**src/rtl/tone_synth.sv**
```systemverilog
// rtl/tone_synth.sv - note-code to square-wave speaker driver with edge-aligned pitch changes (optional TONE_VOLUME_EN carrier gate)
module tone_synth #(
    parameter int CLK_FREQ = 100_000_000,
    parameter int CNT_W    = 20,
    parameter int CAR_W    = 3
) (
    input  logic       clk,
    input  logic       rst_n,
    input  logic [4:0] note,
    input  logic [2:0] vol,
    output logic       speaker,
    output logic [4:0] cur_note,
    output logic       active
);

    typedef enum logic {IDLE, RUN} state_t;

    state_t           state;
    logic [4:0]       note_q;
    logic [4:0]       pending;
    logic [CNT_W-1:0] half_cur;
    logic [CNT_W-1:0] cnt;
    logic             wave;

    function automatic logic is_rest(input logic [4:0] code);
        return (code == 5'd0) || (code > 5'd21);
    endfunction

    function automatic logic [CNT_W-1:0] half_of(input logic [4:0] code);
        case (code)
            5'd1:    half_of = CNT_W'(CLK_FREQ / (2 * 131));
            5'd2:    half_of = CNT_W'(CLK_FREQ / (2 * 147));
            5'd3:    half_of = CNT_W'(CLK_FREQ / (2 * 165));
            5'd4:    half_of = CNT_W'(CLK_FREQ / (2 * 175));
            5'd5:    half_of = CNT_W'(CLK_FREQ / (2 * 196));
            5'd6:    half_of = CNT_W'(CLK_FREQ / (2 * 220));
            5'd7:    half_of = CNT_W'(CLK_FREQ / (2 * 247));
            5'd8:    half_of = CNT_W'(CLK_FREQ / (2 * 262));
            5'd9:    half_of = CNT_W'(CLK_FREQ / (2 * 294));
            5'd10:   half_of = CNT_W'(CLK_FREQ / (2 * 330));
            5'd11:   half_of = CNT_W'(CLK_FREQ / (2 * 349));
            5'd12:   half_of = CNT_W'(CLK_FREQ / (2 * 392));
            5'd13:   half_of = CNT_W'(CLK_FREQ / (2 * 440));
            5'd14:   half_of = CNT_W'(CLK_FREQ / (2 * 494));
            5'd15:   half_of = CNT_W'(CLK_FREQ / (2 * 523));
            5'd16:   half_of = CNT_W'(CLK_FREQ / (2 * 587));
            5'd17:   half_of = CNT_W'(CLK_FREQ / (2 * 659));
            5'd18:   half_of = CNT_W'(CLK_FREQ / (2 * 698));
            5'd19:   half_of = CNT_W'(CLK_FREQ / (2 * 784));
            5'd20:   half_of = CNT_W'(CLK_FREQ / (2 * 880));
            5'd21:   half_of = CNT_W'(CLK_FREQ / (2 * 988));
            default: half_of = '0;
        endcase
    endfunction

    logic             note_rest;
    logic             edge_hit;
    logic [4:0]       pend_next;
    logic [CNT_W-1:0] half_rom;

    assign note_rest = is_rest(note_q);
    assign half_rom  = half_of(note_q);
    assign edge_hit  = (cnt == half_cur - CNT_W'(1));
    // Last differing request wins; returning to the sounding note cancels it.
    assign pend_next = (note_q == cur_note) ? 5'd0 :
                       (note_q != pending)  ? note_q : pending;

    always_ff @(posedge clk or negedge rst_n) begin
        if (!rst_n) begin
            state    <= IDLE;
            note_q   <= '0;
            pending  <= '0;
            half_cur <= '0;
            cnt      <= '0;
            wave     <= 1'b0;
            cur_note <= '0;
            active   <= 1'b0;
        end else begin
            note_q <= note;
            case (state)
                IDLE: begin
                    wave     <= 1'b0;
                    cnt      <= '0;
                    pending  <= '0;
                    cur_note <= '0;
                    active   <= 1'b0;
                    if (!note_rest) begin
                        cur_note <= note_q;
                        half_cur <= half_rom;
                        active   <= 1'b1;
                        state    <= RUN;
                    end
                end
                RUN: begin
                    if (note_rest) begin
                        wave     <= 1'b0;
                        cnt      <= '0;
                        pending  <= '0;
                        cur_note <= '0;
                        active   <= 1'b0;
                        state    <= IDLE;
                    end else if (edge_hit) begin
                        wave    <= ~wave;
                        cnt     <= '0;
                        pending <= '0;
                        if (pend_next != 5'd0) begin
                            cur_note <= pend_next;
                            half_cur <= half_of(pend_next);
                        end
                    end else begin
                        cnt     <= cnt + CNT_W'(1);
                        pending <= pend_next;
                    end
                end
                default: state <= IDLE;
            endcase
        end
    end

`ifdef TONE_VOLUME_EN
    logic [CAR_W-1:0] car_cnt;

    always_ff @(posedge clk or negedge rst_n) begin
        if (!rst_n) car_cnt <= '0;
        else        car_cnt <= car_cnt + CAR_W'(1);
    end

    assign speaker = wave & active & (32'(car_cnt) <= 32'(vol));
`else
    logic unused_vol;
    assign unused_vol = ^vol;
    assign speaker    = wave;
`endif

endmodule

```
**config.mk**
```make
export PLATFORM = sky130hd
export DESIGN_NAME = tone_synth
export DESIGN_NICKNAME = d
export VERILOG_FILES = /design/src/rtl/tone_synth.sv
export SDC_FILE = /design/constraint.sdc
export NUM_CORES = 1
export LEC_CHECK = 0
export CAP_MARGIN = 0
export CELL_PAD_IN_SITES_DETAIL_PLACEMENT = 0
export CELL_PAD_IN_SITES_GLOBAL_PLACEMENT = 1
export CORE_MARGIN = 3
export CORE_UTILIZATION = 40
export DETAILED_ROUTE_END_ITERATION = 6
export GPL_ROUTABILITY_DRIVEN = 0
export PLACE_DENSITY = 0.8
export SYNTH_ARGS = -nofsm -noshare
export SYNTH_HDL_FRONTEND = slang
export SYNTH_SLANG_ARGS = --single-unit
```
**constraint.sdc**
```tcl
create_clock -name clk -period 4.2 [get_ports clk]
set_input_delay 0.84 -clock clk [delete_from_list [all_inputs] [get_ports clk]]
set_output_delay 0.84 -clock clk [all_outputs]
set_load 0.1 [all_outputs]
```
==> metrics.md <==
| Metric | Value |
|---|---|
| Slowest stage delay, CP | `630 ps` |
| Min Hold Slack | `between 400 and 500 ps` |
| Met2 Track Usage GR | `0.3376` |
| Die ar. | `13220 sq um` |
| Post-synth net total | `615` |
| Ports | `17` |
| Core Area | `11520 sq um` |
| Crit start category | `flop` |
| Critical Path, Cell by Cell | `or4_4 > nor4_4 > nand4b_1 > a21oi_1 > nand4b_1 > o41ai_1 > nand2_2 > mux2_4` |
| Distinct cells, synth | `70` |
| Clock root buffer | `clkbuf_16` |
| DR vias | `between 4000 and 5000` |
| CP endpoint kind | `flop` |
| Fin Setup TNS | `0 ps` |
| CTS Sinks | `52` |
| Final hold violations | `0` |
| Slew headroom | `0.3424` |
| CTS resizes | `0` |
| DRT Pass-1 Iters | `5` |
| Postcts setup bufs | `0` |
| Clock skew | `~6.4 ps` |
| Htree depth | `2` |
| Period utilisation layout | `0.8643` |
| GRT Max-Usage Layer | `met2` |
| Slowest cell on the critical path | `or4_4` |
| Slew @ Worst Pin | `983.4 ps` |
| Clock Pin Slew Worst Setup and Hold Paths | `80 ps` |
| Vias per cell | `around 6.2` |
| Fmax | `275.5 MHz` |
| RSZ-0062 raised after global routing | `false` |
| Synth Flop Type | `dfrtp_1` |
| Syn Std Cell Area | `about 4800 sq um` |
| Dpl hpwl | `between 10 and 15 mm` |
| Final #Nets | `608` |
| Starting Density | `0.4126` |
| Area Overhead vs Synth | `7.767%` |
| CP required | `roughly 4400 ps` |
| Leakage power | `~0.0021 uW` |
| Die Ht | `115.0 um` |
| Cell area power density | `364.4 nW/um^2` |
| First-pass GRT wire length | `about 22 mm` |
| Antenna-violating nets left | `0` |
| Met1 GRT Util | `0.2764` |
| HP Class | `reg -> reg` |
| Initial drt markers | `569` |
| Average routed wire per standard cell | `around 19 um` |
| Fraction of registers with async set/reset | `1.000` |
| Peak supply drop | `0.1754 mV` |
| Longest Clk Path Bufs | `2` |
| EDFF count, synth | `0` |
| Total Routing Usage GR | `0.2064` |
| Worst Path Arrival | `approximately 3800 ps` |
| Total CTS buffers | `5` |
| # DRC | `0` |
| Post-Synthesis Cells | `582` |
| Number of global-route vias before repair | `approximately 4200` |
| Yosys warns | `0` |
| Gr ovfl total | `0` |
| CTS Hold Bufs | `0` |
| Die span in x | `115.0 um` |
| Crit-path max FO | `19` |
| Worst-Skew Late Latency | `about 300 ps` |
| Met3 usage | `0.03211` |
| WHS Path Cells | `1` |
| TritonCTS clock tree | `done` |
| R2R depth | `8` |
| Largest net degree at the start of global routing | `56` |
| Sequential area share after synthesis | `0.2738` |
| Fin crit period | `3630 ps` |
| # diodes | `0` |
| Initial antenna violation count | `0` |
| CP dominant cell by count | `nand4b_1` |
| Setup violators final | `0` |
| Layout cells sized above 1 | `0.08854` |
| Max_cap viols | `0` |
| Outcome | `finished clean` |
| Register bit total from synthesis | `52` |
| PortBufs | `13` |
| Drt total wl | `13.55 mm` |
| # rows | `39` |
| Final Slew Violations | `0` |
| Syn_area_per_cell | `8.165 sq um` |
| Kind of critical path | `reg -> reg` |
[layout make-up]
| cell class | instances | area, sq um |
|---|---|---|
| fillers | 1147 | 6395 |
| multi-input cells | 469 | 3196 |
| flip-flops and latches | 52 | 1301 |
| repair buffers | 24 | 207.7 |
| well taps | 143 | 178.9 |
| clock buffers | 5 | 125.1 |
| inverters | 23 | 86.33 |
| clock inverters | 3 | 26.28 |
[stage by stage]
stage	cells	setup WS (ps)	utilization	cell area, sq um	power, uW
2_1_floorplan	582	455.1	-	4752	1250
3_5_place_dp	711	565.5	0.4316	4970	1432
5_1_grt	719	287.3	0.4447	5121	1979
4_1_cts	719	546.0	0.4447	5121	1873
6_report	719	570.0	0.4447	5121	1866
3_3_place_gp	711	632.3	0.4316	4970	1418
[per-layer routing]
| layer | up-vias | share of wire |
|---|---|---|
| met1 | 2120 | 0.44 |
| met2 | 192 | 0.46 |
| li1 | 2097 | - |
| met4 | 0 | 0.039 |
| met5 | - | 0 |
| met3 | 50 | 0.060 |
[cells in the final DEF, fill, tap and decap left out, types with 4 or more instances in the layout]
cell type and count:
a31oi_1 6, nor4_1 4, and3_1 9, nand2_1 59, mux2i_1 11, mux2_4 8
xor2_1 23, o22ai_1 7, inv_1 20, and2_1 6, nand2b_1 9, clkbuf_16 5
a21oi_1 34, xnor2_1 25, o311ai_0 4, clkdlybuf4s50_1 12, a211oi_1 8, nor2_1 59
dfrtp_1 52, mux2_2 11, o21ai_0 37, ha_1 23, a22oi_1 6, nand4_1 7
nor3_1 11, nand3_1 20, buf_4 11, nor2b_1 5, o211ai_1 13, o221ai_1 5
[synthesized netlist by cell type (all sizes together) (5+ instances only)]
cell type  instances  area (sq um)
nor3              11         55.05
nand4              7         43.79
mux2              19         244.0
and3               9         56.30
o211ai            13         97.59
nor2              59         221.5
mux2i             11         110.1
a22oi              6         45.04
o22ai              7         43.79
o221ai             5         43.79
o21ai             38         201.5
ha                23         287.8
a211oi             8         60.06
nand2             60         227.7
nand3             20         100.1
xor2              23         201.4
nor2b              5         31.28
a21oi             34         170.2
a31oi              6         37.54
xnor2             25         219.0
nand2b             9         56.30
buf               10         63.80
and2               6         37.54
nor4               6         58.80
inv               21         78.82
or4                5         45.04
clkbuf            28         105.1
dfrtp             52          1301
[path summary, 6_finish.rpt]
kind,startpoint,end,slack [ps]
min,active,active,490
min reg2reg,active,active,490
max in group asynchronous,rst_n,half_cur[7],3110
max,half_cur[2],half_cur[14],570
max reg2reg,half_cur[2],half_cur[14],570
min in group asynchronous,rst_n,cnt[4],660
[where the power goes]
group          total, uW  switching, uW  internal [uW]
clock network        434            208            226
logic                747            443            304
registers            685            117            568
total               1870            768           1100
[kinds of logic after synthesis]
kind of cell	after synthesis	share of synthesized area
xor gates and xnor gates	48	0.08847
and+or+nand+nor	212	0.2243
muxes	32	0.08399
buffers and inverters	61	0.05371
DFF	52	0.2738
AOI/OAI and AO/OA	154	0.2151
adders and majority gates	23	0.06056
[worst max-delay path, delay by kind of cell, from the launching register on]
family	cells	cell delay (ps)
AO/OA/AOI/OAI	2	790
AND/OR/NAND/NOR	5	1820
multiplexers	1	420
flip-flops	1	470
[registers in the layout, summed over array words and instances (netlist names)]
name	count
speaker	1
cnt	20
state	1
note_q	5
active	1
half_cur	19
cur_note	5
No activity file was read; power rests on OpenSTA's default activity.
